$ cat src/rtl/sms_power_engine_if.sv
// Operand/result handshake bundle for sms_power_engine; master drives operands and accepts results.
interface sms_power_engine_if #(
    parameter int N  = 6,
    parameter int EW = 6
);
    logic          in_valid;
    logic          in_ready;
    logic [N-1:0]  x;
    logic [EW-1:0] e;
    logic          out_valid;
    logic          out_ready;
    logic [N-1:0]  y;
    logic          busy;

    modport master (
        output in_valid, x, e, out_ready,
        input  in_ready, out_valid, y, busy
    );

    modport slave (
        input  in_valid, x, e, out_ready,
        output in_ready, out_valid, y, busy
    );
endinterface

$ cat src/rtl/sms_power_engine.sv
// GF(2^N) y = x^e ^ {N{t}} via MSB-first square-and-multiply; result valid EW+1 edges after accept.
// One operation in flight: in_ready only in IDLE, y held in DONE until out_ready.
module sms_power_engine #(
    parameter int           N        = 6,
    parameter logic [N:0]   POLY     = 7'b1000011,
    parameter int           EW       = 6,
    parameter logic [N-1:0] LIN_MASK = 6'b010100
) (
    input logic          clk,
    input logic          rst,
    sms_power_engine_if.slave bus
);
    localparam int CW = (EW > 1) ? $clog2(EW) : 1;

    typedef enum logic [1:0] {IDLE, RUN, DONE} state_t;

    state_t        r_state;
    state_t        w_next;
    logic [N-1:0]  r_x;
    logic [EW-1:0] r_e;
    logic          r_t;
    logic [N-1:0]  r_acc;
    logic [CW-1:0] r_cnt;
    logic          r_fin;
    logic [N-1:0]  r_y;

    logic [N-1:0]  w_sq;
    logic [N-1:0]  w_step;
    logic          w_t;

    function automatic logic [N-1:0] gf_mul(input logic [N-1:0] a, input logic [N-1:0] b);
        logic [N-1:0] p;
        logic [N-1:0] s;
        p = '0;
        s = a;
        for (int i = 0; i < N; i++) begin
            if (b[i]) p = p ^ s;
            s = s[N-1] ? ((s << 1) ^ POLY[N-1:0]) : (s << 1);
        end
        return p;
    endfunction

    assign w_t    = ^(bus.x & LIN_MASK);
    assign w_sq   = gf_mul(r_acc, r_acc);
    assign w_step = r_e[r_cnt] ? gf_mul(w_sq, r_x) : w_sq;

    always_ff @(posedge clk) begin
        if (rst) r_state <= IDLE;
        else     r_state <= w_next;
    end

    always_comb begin
        w_next = r_state;
        case (r_state)
            IDLE:    if (bus.in_valid) w_next = RUN;
            RUN:     if (r_fin)        w_next = DONE;
            DONE:    if (bus.out_ready) w_next = IDLE;
            default: w_next = IDLE;
        endcase
    end

    // The final XOR is taken from the registered accumulator so the
    // output register is not fed by the end of the two-multiplier path.
    always_ff @(posedge clk) begin
        if (rst) begin
            r_x   <= '0;
            r_e   <= '0;
            r_t   <= 1'b0;
            r_acc <= '0;
            r_cnt <= '0;
            r_fin <= 1'b0;
            r_y   <= '0;
        end else begin
            case (r_state)
                IDLE: begin
                    if (bus.in_valid) begin
                        r_x   <= bus.x;
                        r_e   <= bus.e;
                        r_t   <= w_t;
                        r_acc <= N'(1);
                        r_cnt <= CW'(EW - 1);
                        r_fin <= 1'b0;
                    end
                end
                RUN: begin
                    if (r_fin) begin
                        r_y <= r_acc ^ {N{r_t}};
                    end else begin
                        r_acc <= w_step;
                        if (r_cnt != '0) r_cnt <= r_cnt - 1'b1;
                        else             r_fin <= 1'b1;
                    end
                end
                default: ;
            endcase
        end
    end

    assign bus.in_ready  = (r_state == IDLE);
    assign bus.out_valid = (r_state == DONE);
    assign bus.busy      = (r_state != IDLE);
    assign bus.y         = r_y;
endmodule

$ cat src/flat_wrapper.sv
// flat-port wrapper written by rule: the top's interface ports become plain ports
module sms_power_engine_flat 
#(
    parameter int           N        = 6,
    parameter logic [N:0]   POLY     = 7'b1000011,
    parameter int           EW       = 6,
    parameter logic [N-1:0] LIN_MASK = 6'b010100
)
  (clk, rst, bus_in_valid, bus_x, bus_e, bus_out_ready, bus_in_ready, bus_out_valid, bus_y, bus_busy);
  sms_power_engine_if #(.N(N), .EW(EW)) bus_i ();
  input logic clk;
  input logic rst;
  input wire logic [$bits(bus_i.in_valid)-1:0] bus_in_valid;
  input wire logic [$bits(bus_i.x)-1:0] bus_x;
  input wire logic [$bits(bus_i.e)-1:0] bus_e;
  input wire logic [$bits(bus_i.out_ready)-1:0] bus_out_ready;
  output wire logic [$bits(bus_i.in_ready)-1:0] bus_in_ready;
  output wire logic [$bits(bus_i.out_valid)-1:0] bus_out_valid;
  output wire logic [$bits(bus_i.y)-1:0] bus_y;
  output wire logic [$bits(bus_i.busy)-1:0] bus_busy;
  assign bus_i.in_valid = bus_in_valid;
  assign bus_i.x = bus_x;
  assign bus_i.e = bus_e;
  assign bus_i.out_ready = bus_out_ready;
  assign bus_in_ready = bus_i.in_ready;
  assign bus_out_valid = bus_i.out_valid;
  assign bus_y = bus_i.y;
  assign bus_busy = bus_i.busy;
  sms_power_engine #(.N(N), .POLY(POLY), .EW(EW), .LIN_MASK(LIN_MASK)) u_core (.clk(clk), .rst(rst), .bus(bus_i));
endmodule
$ cat config.mk
export PLATFORM = sky130hd
export DESIGN_NAME = sms_power_engine_flat
export DESIGN_NICKNAME = d
export VERILOG_FILES = /design/src/rtl/sms_power_engine_if.sv /design/src/rtl/sms_power_engine.sv /design/src/flat_wrapper.sv
export SDC_FILE = /design/constraint.sdc
export NUM_CORES = 1
export LEC_CHECK = 0
export BUFFER_PORTS_ARGS = -buffer_cell sky130_fd_sc_hd__buf_4
export CORE_UTILIZATION = 58
export DETAILED_ROUTE_END_ITERATION = 16
export PLACE_DENSITY = 0.9
export SYNTH_ARGS = -nofsm -noshare
export SYNTH_HDL_FRONTEND = slang
export SYNTH_SLANG_ARGS = --single-unit
$ cat constraint.sdc
create_clock -name clk -period 2.8 [get_ports clk]
set_input_delay 0.56 -clock clk [delete_from_list [all_inputs] [get_ports clk]]
set_output_delay 0.56 -clock clk [all_outputs]
set_load 0.02 [all_outputs]
==> metrics.cfg <==
[timing]
setup_viol = 0
min_period_ns = 2.646
slew_viol_final = 0
relSlewSlack_pct = 52.81
hold_viol = 0
clock-skew-final_ns = 0.01101
max_clock_freq_ghz = 0.3779
fin_setup_tns_ns = 0
min_period_over_period_pct = 94.50
worstMarginPinSlew_ns = 0.7063
rsz0062_at_grt = false

[layout]
final_cell_mix = 61 x nand2_1, 34 x xnor2_1, 32 x buf_4
area_delta_synth_final_pct = 14.69
layout.nets = 313
drive_gt1_share_pct = 16.95
final_common_cell = nand2_1
n_antenna_cell = 0
final_util_pct = 72.11

[worst_hold_path]
hold_path.class = reg -> reg
hp-start = u_core.r_e[3]$_SDFFE_PP0P_

[worst_setup_path]
crit_chain = ha_1, xor3_2, nand2_2, xnor2_1, mux2i_1, mux2i_1, xnor2_1, xnor2_1, a2111oi_2
path_common_cell = xnor2_1
critical_path.max_fanout = 7
crit_required_ns = 2.99
path_class = reg -> reg
r2r_start = u_core.r_acc[0]$_SDFFE_PP0P_
startpoint_type = flop
crit_arrival_ns = 2.83
worst-path-buf-inv = 0
critical-path-top-delay-family = XOR/XNOR gates
max_stage_delay_ns = 0.50
slowest_stage = xnor2_1
crit_path_start = u_core.r_acc[0]$_SDFFE_PP0P_
end_kind = flop
reg2reg_slack_ns = 0.15

[detailed_routing]
vias_per_cell = 5.754
drtPass1Iterations = 4
vias = 1962
wire_per_inst_um = 15.03
drt_iter0_drc = 147
drc_errors = 0
routed_wl_um = 5126
ant_nets = 0

[floorplan]
dieHeight_um = 63.32
rows = 21
die_area_mm2 = 0.004009
ios = 25
fp.dieW_um = 63.32
start_util_pct = 62.88
core-area_mm2 = 0.003468

[clock_tree]
h-tree-depth = 2
post_cts_buffers = 0
cts_tree = built
clockBufferDepth = 2
clock-sinks = 31
cts_resized = 0
hold_buffers = 0
clk_pin_slew_ns = 0.07
root_buffer = clkbuf_8
insertion_delay_ns = 0.29
cts_buffers = 5

[grt]
grt_pass1_vias = 1797
grt.overflow.total = 0
grt.total_usage_pct = 27.44
grt_pass1_wl_um = 8418
grt_max_degree = 33
antenna_found_initial = 0

[power]
vdd_drop_max_mv = 0.5063
powerDensity_mw_per_mm2 = 513.2
p_leak_nw = 0.9373

[placed_design]
io_buffers = 24
hpwl_um = 3633
gp_congestion = 0.9702

[yosys]
synth_edf_count = 0
synth_ff_type = dfxtp_1
synth_cell_type_count = 44
synthCells = 277
ys_ff_latch = 31
syn_nets = 296
synthArstFlopShare_pct = 0
yosys_warnings = 0
synth.avg_cell_area_um2 = 7.873
seq_area_frac_synth_pct = 28.46
netlist_area_mm2 = 0.002181

[job]
cap_violations = 0

[run_status]
status = complete, no violations

==> state kept, by name, indices dropped and copies added, names as in the netlist <==
register        cells
u_core.r_fin        1
u_core.r_e          6
u_core.r_state      2
u_core.r_x          6
u_core.bus.y        6
u_core.r_acc        6
u_core.r_cnt        3
u_core.r_t          1
==> report_power, final <==
part,internal [W],total (W),switching [W]
Sequential,0.000469,0.000511,0.0000421
Clock,0.000288,0.000463,0.000175
Combinational,0.000141,0.000309,0.000168
Total,0.000898,0.00128,0.000386
==> cell families after synthesis <==
kind of cell / after synthesis / synth area share, %
muxes: 9 / 4.705
DFF: 31 / 28.46
xor gates and xnor gates: 49 / 22.37
and+or+nand+nor: 100 / 20.02
adders and majority gates: 3 / 1.721
AOI/OAI and AO/OA: 55 / 16.64
buffers and inverters: 30 / 6.081
==> synthesized netlist by cell type, types with 2 or more instances <==
master / number / share of area (%)
o22ai_1: 5 / 1.4
clkbuf_1: 12 / 2.1
and2_1: 2 / 0.57
inv_1: 8 / 1.4
nand2b_1: 4 / 1.1
dfxtp_1: 31 / 28
buf_1: 4 / 0.69
a31oi_1: 2 / 0.57
mux2i_1: 8 / 3.7
a22oi_1: 5 / 1.7
nor3b_1: 2 / 0.69
nor2_1: 18 / 3.1
buf_2: 4 / 0.92
xnor2_2: 2 / 1.5
xnor2_1: 35 / 14
and3b_1: 2 / 0.80
nand2_1: 61 / 10
nor2b_1: 2 / 0.57
a211oi_1: 9 / 3.1
a21oi_1: 20 / 4.6
nand3_1: 2 / 0.46
ha_1: 3 / 1.7
xor2_1: 9 / 3.6
o21ai_0: 4 / 0.92
nor3_1: 2 / 0.46
xnor3_1: 2 / 2.1
buf_6: 2 / 1.0
==> routing by layer <==
layer	wire length (µm)	up-vias	share of wire (%)	global-route usage, %
met3	257	9	5.0	5.978
met5	0	-	0	0
li1	-	962	-	-
met2	2567	78	50	48.14
met4	75	0	1.5	9.659
met1	2227	913	43	32.51
==> area by class of cell <==
cell class	count	area, µm²
multi-input cells	216	1435
fillers	269	967.2
flip-flops and latches	31	620.6
repair buffers	32	240.2
clock buffers	6	82.58
well taps	46	57.56
clock inverters	2	35.03
inverters	8	30.03
==> worst paths after layout <==
check	cells past startpoint	end
worst min-delay path	2	u_core.r_e[3]$_SDFFE_PP0P_
worst max register to register	9	u_core.r_acc[1]$_SDFFE_PP0P_
worst max-delay path	9	u_core.r_acc[1]$_SDFFE_PP0P_
worst min register to register	2	u_core.r_e[3]$_SDFFE_PP0P_
==> worst reg2reg max path, cell delays in order (launching register included) <==
cell and delay (ns):
dfxtp_1 0.31, ha_1 0.39, xor3_2 0.31, nand2_2 0.11
xnor2_1 0.50, mux2i_1 0.16, mux2i_1 0.21, xnor2_1 0.16
xnor2_1 0.10, a2111oi_2 0.28
==> per-stage QoR <==
| stage | hold slack, ns | worst slack (ns) | total power (W) | cells | instance area (µm²) |
|---|---|---|---|---|---|
| 4_1_cts | 0.4573 | 0.1206 | 0.001284 | 341 | 2494 |
| 5_1_grt | 0.4853 | 0.001421 | 0.001335 | 341 | 2501 |
| 3_5_place_dp | 0.4478 | 0.1670 | 0.0008217 | 333 | 2376 |
| 2_1_floorplan | 0.4331 | 0.4172 | 0.0007429 | 277 | 2181 |
| 3_3_place_gp | 0.4435 | 0.2366 | 0.0008089 | 333 | 2376 |
| 6_report | 0.4600 | 0.1541 | 0.001284 | 341 | 2501 |
Note: power is estimated with default switching activity, not from simulation.
